[config.mk]
export PLATFORM = sky130hd
export DESIGN_NAME = ttl_74191
export DESIGN_NICKNAME = d
export VERILOG_FILES = /design/src/rtl/ttl_74191_pkg.sv /design/src/rtl/ttl_74191.sv
export SDC_FILE = /design/constraint.sdc
export NUM_CORES = 1
export LEC_CHECK = 0
export CAP_MARGIN = 20
export CORE_AREA = 2 2 39 41
export DETAILED_ROUTE_END_ITERATION = 12
export DIE_AREA = 0 0 41 43
export SETUP_SLACK_MARGIN = 0.05
export SLEW_MARGIN = 20
export SYNTH_ARGS = -nofsm -noshare
export SYNTH_HDL_FRONTEND = slang
export SYNTH_SLANG_ARGS = --single-unit
[constraint.sdc]
create_clock -name Clk -period 1.6 [get_ports Clk]
set_input_delay 0.24 -clock Clk [delete_from_list [all_inputs] [get_ports Clk]]
set_output_delay 0.24 -clock Clk [all_outputs]
set_load 0.005 [all_outputs]
[src/rtl/ttl_74191_pkg.sv]
// ttl_74191_pkg: shared operation type and decode for the 74191 up/down counter
//   op_t       - what the counter register does at the next rising clock edge
//   decode_op  - priority decode: load beats enable, enable gates counting
package ttl_74191_pkg;
  typedef enum logic [1:0] {OP_HOLD, OP_LOAD, OP_UP, OP_DOWN} op_t;
  function automatic op_t decode_op(input logic load_bar, input logic enable_bar, input logic down_up);
    return !load_bar ? OP_LOAD : enable_bar ? OP_HOLD : down_up ? OP_DOWN : OP_UP;
  endfunction
endpackage

[src/rtl/ttl_74191.sv]
// ttl_74191: presettable synchronous up/down binary counter with max/min and ripple-clock outputs
//   Clk            rising-edge clock
//   Clear_bar      asynchronous active-low clear, Q = 0
//   Load_bar       synchronous active-low parallel load of D (beats Enable_bar)
//   Enable_bar     active-low count enable
//   Down_Up        0 = up, 1 = down
//   D / Q          parallel load data / counter state
//   Max_Min        terminal count for the current direction (combinational)
//   Ripple_Clk_bar low during Clk-low phase while enabled at terminal count
module ttl_74191 import ttl_74191_pkg::*; #(
  parameter int WIDTH      = 4,
  parameter int DELAY_RISE = 0,
  parameter int DELAY_FALL = 0
) (
  input  logic             Clk,
  input  logic             Clear_bar,
  input  logic             Load_bar,
  input  logic             Enable_bar,
  input  logic             Down_Up,
  input  logic [WIDTH-1:0] D,
  output logic [WIDTH-1:0] Q,
  output logic             Max_Min,
  output logic             Ripple_Clk_bar
);
  localparam logic [WIDTH-1:0] ALL_ONES = '1;
  logic [WIDTH-1:0] q;
  logic [WIDTH-1:0] q_nxt;
  logic             mm;
  op_t              op;
  always_comb begin
    op    = decode_op(Load_bar, Enable_bar, Down_Up);
    q_nxt = op == OP_LOAD ? D :
            op == OP_UP   ? q + WIDTH'(1) :
            op == OP_DOWN ? q - WIDTH'(1) : q;
  end
  always_ff @(posedge Clk or negedge Clear_bar)
    if (!Clear_bar) q <= '0;
    else            q <= q_nxt;
  // Direction is not registered, so flipping Down_Up moves Max_Min without a clock.
  assign mm = Down_Up ? (q == '0) : (q == ALL_ONES);
  // The implementation is zero-delay; the delay parameters only gate legal configurations.
  if (WIDTH >= 2 && DELAY_RISE >= 0 && DELAY_FALL >= 0) begin : g_out
    assign Q              = q;
    assign Max_Min        = mm;
    assign Ripple_Clk_bar = ~(~Enable_bar & mm & ~Clk);
  end else begin : g_bad
    assign Q              = '0;
    assign Max_Min        = 1'b0;
    assign Ripple_Clk_bar = 1'b1;
  end
endmodule

==> out/qor.tcl <==
set qor(status) {finished with violations}
set qor(failed_checks) {negative setup slack}
set qor(largest_reg_flops) 4
set qor(placeableCoreArea_um2) 1380
set qor(max_slew.worst_pin.slew_ps) 201
set qor(worst_ir_drop_vdd_v) 0.000590
set qor(detailed_route_vias_per_instance) 5.22
set qor(clkPwrFrac_pct) 36.8
set qor(critical_path.reg2reg.startpoint) {Q[0]}
set qor(p_sw_share_pct) 32.5
set qor(pwr-share-seq_pct) 18.5
set qor(route.final.wire_length_mm) 1.33
set qor(gp_routability_congestion) 0.773
set qor(post_synth.cell_area_avg_um2) 9.56
set qor(max_cap_violations) 0
set qor(place_ws_ps) -593
set qor(layout_common_cells) {sky130_fd_sc_hd__buf_4, sky130_fd_sc_hd__clkbuf_4, sky130_fd_sc_hd__clkdlybuf4s50_1, sky130_fd_sc_hd__dlygate4sd2_1, sky130_fd_sc_hd__buf_6}
set qor(worst-endpoint-arrival_ps) 1710
set qor(power_switching_uw) 237
set qor(timing.critical_path.from) {Q[0]}
set qor(clock_insertion_delay_worst_skew_ps) 360
set qor(number_of_i_o_port_buffers) 14
set qor(cts_tree) {yes}
set qor(floorplan.die.width_um) 41
set qor(setup_violations) 5
set qor(grt-ovfl-total) 0
set qor(clock.fmax_ghz) 0.514
set qor(yosysUniqueCellTypes) 26
set qor(cts-hold-fix-buffers) 0
set qor(dp.cells) 74
set qor(routed-via-count) 454
set qor(critPathRequiredTime_ps) 1360
set qor(final_max_slew_viol_count) 0
set qor(leakagePower_uw) 0.000336
set qor(finish.net_count) 84
set qor(synth_largest_area_cell) {sky130_fd_sc_hd__dfrtp_1}
set qor(cp-start-kind) {flop}
set qor(worstPathMaxFanout) 2
set qor(io-pin-count) 15
set qor(timing.hold.worst.class) {in2async}
set qor(report.final.hold_viol_count) 0
set qor(grt_antenna_before_repair) 0
set qor(ys_warn_count) 0
set qor(layout_commonest_cell) {sky130_fd_sc_hd__buf_4}
set qor(number_of_detailed_route_iterations_in_the_first_pass) 5
set qor(number_of_global_route_vias_before_repair) 495
set qor(synth_fp_nets) 51
set qor(layout_setup_ws_ps) -347
set qor(routed_wire_length_per_instance_um) 15.3
set qor(critPathKind) {reg2out}
set qor(drt_iter0_drc) 8
set qor(syn_to_final_growth_pct) 98.0
set qor(placed_standard_cell_area_um2) 568
set qor(synth.top_cell.area_share_pct) 26.8
set qor(power_density_nw_per_um2) 986
set qor(die_area_um2) 1760
set qor(ys_seq_elements) 4
set qor(synth-seq-area-share_pct) 26.8
set qor(post_synth_instance_area_um2) 373
set qor(maximum_number_of_pins_on_one_net_before_global_route_repair) 11
set qor(fin_cells) 87
set qor(initial_core_util_pct) 26.9
set qor(netlist_instances) 39
set qor(finalSetupTns_ps) -732
set qor(unrepaired_setup_endpoints_after_global_routing) {yes}
set qor(synth.area.top_cells) {sky130_fd_sc_hd__dfrtp_1, sky130_fd_sc_hd__ha_1, sky130_fd_sc_hd__mux2_2}
set qor(final_period_minus_worst_setup_slack_ps) 1950
set qor(clkTransAtPathRegs_ps) 40
set qor(die_height_um) 43
set qor(power.share.combinational_pct) 44.7
set qor(p_int_uw) 491
set qor(antenna-diode-count) 0
set qor(route.antenna.remaining_nets) 0
set qor(layout-drive-gt1-share_pct) 53.5
set qor(fraction_of_the_cycle_the_final_worst_path_needs_pct) 122
set qor(filler_cell_count_in_the_final_layout) 128
set qor(category_of_the_worst_setup_path_capture_point) {output port}
set qor(final_cell_area_um2) 738
set qor(finClkSkew_ps) 0.686
set qor(track_usage_pct) 20.5
set qor(timing.slew.headroom_pct) 86.6
set qor(number_of_remaining_drc_errors) 0
set qor(wire_length_of_the_first_global_routing_pass_mm) 2.11
set qor(finalPower_uw) 728
set qor(core.rowCount) 14
==> kinds of logic (layout without fill, tap and decap cells) <==
kind of cell / Yosys count / in the layout / synth area share (%)
compound gates: 8 / 8 / 14.4
simple gates: 16 / 16 / 27.2
mux: 3 / 3 / 8.72
flops: 4 / 4 / 26.8
buf+inv: 3 / 35 / 6.04
fa+ha+maj: 3 / 3 / 12.1
xor+xnor: 2 / 2 / 4.70
==> Yosys cell counts (all sizes together) <==
cell type  number
dfrtp           4
nand2           3
nand3           3
a21oi           2
buf             2
ha              2
mux2            2
nor2            2
o21ai           2
xnor2           2
a211o           1
a21o            1
a221oi          1
a22oi           1
and2b           1
fa              1
inv             1
mux2i           1
nand2b          1
nand3b          1
nand4           1
nand4bb         1
or3             1
or4             1
or4b            1
==> metrics by stage <==
stage	utilization, %	hold WS [ps]
floorplan	-	-55.6
global placement	41.0	469
detailed placement	41.0	459
CTS	48.6	92.2
global route	53.3	79.9
finish	53.3	91.7
==> worst paths after layout <==
path                                  endpoint  slack, ps  cells after the start
worst max-delay path            Ripple_Clk_bar       -350                      4
worst min-delay path                      Q[2]         90                      1
worst max register to register            Q[2]       -110                      7
worst min register to register            Q[1]        740                      3
max in group asynchronous                 Q[0]       1320                      1
min in group Clk                          Q[1]        470                      3
==> final cells by class <==
type,count,area (um^2),area share (%)
tap,16,20.0,2.71
timing repair buffer,26,238,32.2
sequential,4,101,13.7
inverter,1,3.75,0.508
multi-input combinational,32,322,43.6
clock buffer,8,53.8,7.29
==> power groups by stage <==
stage	logic [uW]	registers, uW	clock network [uW]
floorplan	97.5	150	2.04
global placement	229	131	4.49
detailed placement	230	131	4.49
CTS	272	131	267
global route	351	135	306
finish	325	134	268
==> what timing repair did <==
action                                  in CTS  in global routing
resized for setup                           23                 12
endpoints found under the setup margin      11                  7
pin swaps                                    5                 11
buffers inserted                             3                  5
endpoints found under the hold margin        0                  0
==> worst max-delay path, stage by stage (launching register included) <==
cell	delay (ps)
sky130_fd_sc_hd__dfrtp_2	400
sky130_fd_sc_hd__nand2b_4	130
sky130_fd_sc_hd__or4_4	420
sky130_fd_sc_hd__a211o_1	270
sky130_fd_sc_hd__buf_2	130
==> routing by layer <==
layer,wire length (um),track usage [%]
met1,470,18.1
met2,699,26.3
met3,78,16.8
met4,85,21.3
met5,0,0
No activity file was read; power rests on OpenSTA's default activity.
